[src/rtl/sha256_padder.sv]
// SHA-256 message padder: packs 32-bit big-endian words into padded 512-bit blocks.
// Latency: a block is presented the cycle after its 16th or final word; an extra length block follows back-to-back.
// Backpressure: in_ready is high only while filling; a stalled block holds its data and blocks new words.
module sha256_padder (
   input  logic         sys_clk,
   input  logic         rst,
   input  logic         in_valid,
   output logic         in_ready,
   input  logic [31:0]  in_data,
   input  logic         in_last,
   input  logic [2:0]   in_bytes,
   output logic         blk_valid,
   input  logic         blk_ready,
   output logic [511:0] blk_data,
   output logic         blk_last
);

   typedef enum logic [1:0] {FILL, EMIT, EXTRA} state_t;

   state_t        r_state;
   state_t        w_state_nxt;
   logic          r_started;     // keeps in_ready low until the first edge after reset
   logic [31:0]   r_buf [16];
   logic [31:0]   w_buf_nxt [16];
   logic [3:0]    r_w;           // next word index to fill
   logic [63:0]   r_cnt;         // running message length in bits
   logic          r_last;        // current block is the final block
   logic          r_pend;        // a length-only extra block must follow
   logic          r_defer;       // the 0x80 marker belongs at the start of the extra block

   logic          w_acc;
   logic          w_xfer;
   logic [2:0]    w_nb;
   logic [4:0]    w_p;
   logic [63:0]   w_cnt_add;
   logic [31:0]   w_mask;
   logic [31:0]   w_pad;
   logic [31:0]   w_last_word;

   assign w_acc     = in_valid && in_ready;
   assign w_xfer    = blk_valid && blk_ready;
   // Non-last words always carry 4 bytes; oversize byte counts saturate at 4.
   assign w_nb      = (!in_last || (in_bytes > 3'd4)) ? 3'd4 : in_bytes;
   assign w_cnt_add = r_cnt + {58'd0, w_nb, 3'b000};
   // Word that receives the 0x80 marker: this word, or the next one when it is full.
   assign w_p       = {1'b0, r_w} + {4'd0, (w_nb == 3'd4)};
   assign blk_last  = r_last;

   // Byte mask and 0x80 marker for the final word, by number of valid bytes.
   always_comb begin
      w_mask = 32'hFFFF_FFFF;
      w_pad  = 32'h0000_0000;
      case (w_nb)
         3'd0:    begin w_mask = 32'h0000_0000; w_pad = 32'h8000_0000; end
         3'd1:    begin w_mask = 32'hFF00_0000; w_pad = 32'h0080_0000; end
         3'd2:    begin w_mask = 32'hFFFF_0000; w_pad = 32'h0000_8000; end
         3'd3:    begin w_mask = 32'hFFFF_FF00; w_pad = 32'h0000_0080; end
         default: begin w_mask = 32'hFFFF_FFFF; w_pad = 32'h0000_0000; end
      endcase
      w_last_word = (in_data & w_mask) | w_pad;
   end

   // FSM state register.
   always_ff @(posedge sys_clk or posedge rst) begin
      if (rst) r_state <= FILL;
      else     r_state <= w_state_nxt;
   end

   // FSM next state and handshake outputs.
   always_comb begin
      w_state_nxt = r_state;
      in_ready    = 1'b0;
      blk_valid   = 1'b0;
      unique case (r_state)
         FILL: begin
            in_ready = r_started;
            if (w_acc && (in_last || (r_w == 4'd15))) w_state_nxt = EMIT;
         end
         EMIT: begin
            blk_valid = 1'b1;
            if (w_xfer) begin
               if (!r_last && r_pend) w_state_nxt = EXTRA;
               else                   w_state_nxt = FILL;
            end
         end
         EXTRA: begin
            blk_valid = 1'b1;
            if (w_xfer) w_state_nxt = FILL;
         end
         default: w_state_nxt = FILL;
      endcase
   end

   // Next buffer contents: word writes, final-word padding, extra block load, clear after final block.
   always_comb begin
      for (int i = 0; i < 16; i++) w_buf_nxt[i] = r_buf[i];
      if (w_acc) begin
         if (!in_last) begin
            w_buf_nxt[r_w] = in_data;
         end else begin
            for (int i = 0; i < 16; i++) begin
               if (5'(i) == {1'b0, r_w}) begin
                  w_buf_nxt[i] = w_last_word;
               end else if (5'(i) > {1'b0, r_w}) begin
                  if (5'(i) == w_p)                      w_buf_nxt[i] = 32'h8000_0000;
                  else if ((w_p <= 5'd13) && (i == 14))  w_buf_nxt[i] = w_cnt_add[63:32];
                  else if ((w_p <= 5'd13) && (i == 15))  w_buf_nxt[i] = w_cnt_add[31:0];
                  else                                   w_buf_nxt[i] = 32'h0000_0000;
               end
            end
         end
      end else if (w_xfer) begin
         if (r_last) begin
            for (int i = 0; i < 16; i++) w_buf_nxt[i] = 32'h0000_0000;
         end else if (r_pend) begin
            for (int i = 0; i < 16; i++) w_buf_nxt[i] = 32'h0000_0000;
            if (r_defer) w_buf_nxt[0] = 32'h8000_0000;
            w_buf_nxt[14] = r_cnt[63:32];
            w_buf_nxt[15] = r_cnt[31:0];
         end
      end
   end

   // Datapath and control registers.
   always_ff @(posedge sys_clk or posedge rst) begin
      if (rst) begin
         r_started <= 1'b0;
         r_w       <= 4'd0;
         r_cnt     <= 64'd0;
         r_last    <= 1'b0;
         r_pend    <= 1'b0;
         r_defer   <= 1'b0;
         for (int i = 0; i < 16; i++) r_buf[i] <= 32'h0000_0000;
      end else begin
         r_started <= 1'b1;
         for (int i = 0; i < 16; i++) r_buf[i] <= w_buf_nxt[i];
         if (w_acc) begin
            r_cnt <= w_cnt_add;
            r_w   <= r_w + 4'd1;
            if (in_last) begin
               r_last  <= (w_p <= 5'd13);
               r_pend  <= (w_p > 5'd13);
               r_defer <= (w_p == 5'd16);
            end
         end else if (w_xfer) begin
            if (r_last) begin
               r_w     <= 4'd0;
               r_cnt   <= 64'd0;
               r_last  <= 1'b0;
               r_pend  <= 1'b0;
               r_defer <= 1'b0;
            end else if (r_pend) begin
               r_last  <= 1'b1;
               r_pend  <= 1'b0;
               r_defer <= 1'b0;
            end
         end
      end
   end

   // Pack buffer words into the block bus, word 0 in the top bits.
   always_comb begin
      blk_data = '0;
      for (int i = 0; i < 16; i++) blk_data[511 - 32*i -: 32] = r_buf[i];
   end

endmodule

[config.mk]
export PLATFORM = sky130hd
export DESIGN_NAME = sha256_padder
export DESIGN_NICKNAME = d
export VERILOG_FILES = /design/src/rtl/sha256_padder.sv
export SDC_FILE = /design/constraint.sdc
export NUM_CORES = 1
export LEC_CHECK = 0
export BUFFER_PORTS_ARGS = -buffer_cell sky130_fd_sc_hd__clkbuf_2
export CAP_MARGIN = 20
export CORE_MARGIN = 2
export CORE_UTILIZATION = 55
export CTS_CLUSTER_DIAMETER = 50
export DETAILED_ROUTE_END_ITERATION = 16
export GPL_TIMING_DRIVEN = 0
export PLACE_DENSITY = 0.8
export RECOVER_POWER = 50
export SYNTH_ARGS = -nofsm -noshare
export SYNTH_HDL_FRONTEND = slang
export SYNTH_SLANG_ARGS = --single-unit
[constraint.sdc]
create_clock -name sys_clk -period 20.1 [get_ports sys_clk]
set_input_delay 1.005 -clock sys_clk [delete_from_list [all_inputs] [get_ports sys_clk]]
set_output_delay 1.005 -clock sys_clk [all_outputs]
set_load 0.05 [all_outputs]
==> results.json <==
{
  "outcome": "finished, violations left",
  "violations": "max-capacitance violations, max-slew violations",
  "cts_tree": "built",
  "synth_seq_cells": 583,
  "drive_gt1_frac": 0.103,
  "hold_violations": 0,
  "clk_pin_slew_worst_paths_ns": 0.06,
  "hpwlAfterDp_um": 85100,
  "drt_wl_total_um": 117000,
  "finalNetCount": 3296,
  "die_y_um": 221,
  "max-slew-margin-rel": -3.60,
  "yosysWarnings": 0,
  "start_util": 0.557,
  "design_area_um2": 31000,
  "final_cells": 3897,
  "ys_seq_area_frac": 0.564,
  "cts_buffer_depth": 3,
  "track_usage": 0.468,
  "htreeDepth": 2,
  "syn_avg_cell_area_um2": 9.82,
  "placed_area_um2": 29500,
  "synth-edff-count": 0,
  "numCtsBuffers": 61,
  "clock_sinks": 583,
  "first_pass_iters": 9,
  "yosysTopAreaCell": "dfrtp_1",
  "core-area_um2": 46500,
  "synth.area.top_cells": "dfrtp_1 (56%), o21ai_0 (7.8%), nand2_1 (6.9%)",
  "finClkSkew_ns": 0.0286,
  "vias": 26181,
  "synth-main-ff-cell": "dfrtp_1",
  "ant_nets": 0,
  "wl_per_cell_um": 29.9,
  "synth_commonest_cells": "dfrtp_1 (583), nand2_1 (476), o21ai_0 (401)",
  "hp-class": "reg2reg",
  "tightestPinTransition_ns": 6.91,
  "cp-end-kind": "async pin",
  "nFillCells": 3867,
  "period_minus_slack_ns": 10.01,
  "grt_max_degree": 136,
  "fmax_ghz": 0.0999,
  "critical_path_class": "in2async",
  "p_total_mw": 4.59,
  "die_w_um": 221,
  "drv_slew": 467,
  "routabilityCongestion": 1.05,
  "antenna_found_initial": 7,
  "yosysTopAreaCellShare": 0.564,
  "vdd_drop_max_mv": 0.134,
  "min_period_over_period": 0.498,
  "root_buffer": "clkbuf_16",
  "critical_path_required_ns": 19.14,
  "postCtsSetupRepairBufs": 0,
  "maxCapViolCount": 4,
  "synthesis.area_um2": 25900,
  "via_per_inst": 6.72,
  "cp_max_fo": 135,
  "synthToLayoutAreaGrowth_pct": 19.7,
  "finalSetupViolations": 0,
  "rsz0062_at_grt": "no",
  "cts-hold-fix-buffers": 0,
  "yosysMostFrequentCell": "dfrtp_1",
  "drt_iter0_drc": 3649,
  "pin_count": 555,
  "dieArea_um2": 48800,
  "leakagePower_nw": 13.6,
  "dp.cells": 3785,
  "cp-start-kind": "input pin",
  "async_flop_share": 1.00,
  "power_per_cell_area_nw_per_um2": 148,
  "crit_arrival_ns": 9.05,
  "yosysUniqueCellTypes": 89,
  "rows": 79,
  "overflow": 0,
  "grt_pass1_wl_um": 170000,
  "cts.repair.resized": 0,
  "drc_errors": 0,
  "hold_slack_ns": 0.480,
  "io_buffers": 537,
  "syn_inst": 2632,
  "synthesis.nets": 2685,
  "clkLatencyLatePin_ns": 0.66,
  "grt_pass1_vias": 25453
}
[worst paths after layout]
kind	endpoint	slack (ns)	cells after the start	start
min in group asynchronous	blk_data[297]	1.85	2	rst
max in group sys_clk	blk_data[33]	15.06	15	in_last
hold / removal	blk_data[233]	0.48	2	blk_data[233]
setup reg to reg	blk_data[33]	15.94	10	r_w[0]
setup / recovery	blk_data[77]	10.09	3	rst
hold reg to reg	blk_data[233]	0.48	2	blk_data[233]
[worst max-delay path, cell delays in order]
cell and delay [ns]:
clkbuf_1 0.09, clkinvlp_2 2.71, clkbuf_1 4.99
[state kept, by name (all words and copies together) (netlist names)]
register / flops
r_w: 4
r_pend: 1
blk_last: 1
r_defer: 1
r_cnt: 61
r_state: 2
r_started: 1
blk_data: 512
[layout by cell type, fill, tap and decap left out, drive strengths merged, types with 11 or more instances in the layout]
cell     instances
o31a            11
ha              13
a221oi          46
a21oi          108
o31ai           23
clkbuf         776
o2bb2ai         12
and3            21
a21o            13
a31oi           36
o22ai           27
clkinv          12
nor3            45
nand3           54
nand4           20
a22o           153
inv             33
nor2           119
xor2            13
nand2          476
buf             68
and2            20
nor4            30
dfrtp          583
o21ai          405
xnor2           21
[power by group]
group / leakage [nW] / internal [mW] / switching (mW)
Clock: 0.984 / 0.667 / 0.498
Combinational: 4.65 / 0.338 / 1.54
Sequential: 7.98 / 1.39 / 0.162
Total: 13.6 / 2.39 / 2.20
[cell families (layout without fill, tap and decap cells)]
| family | Yosys count | in the layout | synth area share |
|---|---|---|---|
| AO/OA/AOI/OAI | 916 | 916 | 0.228 |
| multiplexers | 6 | 6 | 0.00261 |
| other | 1 | 4 | 0.000145 |
| flip-flops | 583 | 583 | 0.564 |
| AND/OR/NAND/NOR | 836 | 836 | 0.147 |
| adder cells (fa/ha/maj) | 13 | 13 | 0.00629 |
| XOR/XNOR | 34 | 34 | 0.0115 |
| buffers and inverters | 243 | 898 | 0.0401 |
[cell type report]
class                   instances  area, um^2  area share
diodes                          3        7.51    0.000242
plain buffers                 212         921      0.0297
clock buffers                  84        1690      0.0547
clock inverters                23         320      0.0103
inverters                      31         118     0.00380
multi-input cells            1806       10200       0.330
flip-flops and latches        583       14600       0.471
well taps                     607         759      0.0245
repair buffers                548        2320      0.0750
[metrics by stage]
stage          setup WS, ns   TNS, ns  utilization
2_1_floorplan          2.78         0            -
3_3_place_gp          -2.32  -1293.59        0.631
3_5_place_dp          14.72         0        0.635
4_1_cts               15.36         0        0.678
5_1_grt                8.24         0        0.666
6_report              10.09         0        0.667
[layer usage]
metal | up-vias | track usage | share of wire
met5 | - | 0 | 0.00059
met1 | 12868 | 0.562 | 0.34
li1 | 10705 | - | -
met2 | 2054 | 0.732 | 0.46
met3 | 544 | 0.138 | 0.12
met4 | 10 | 0.322 | 0.085
(Power assumes the default switching activity.)
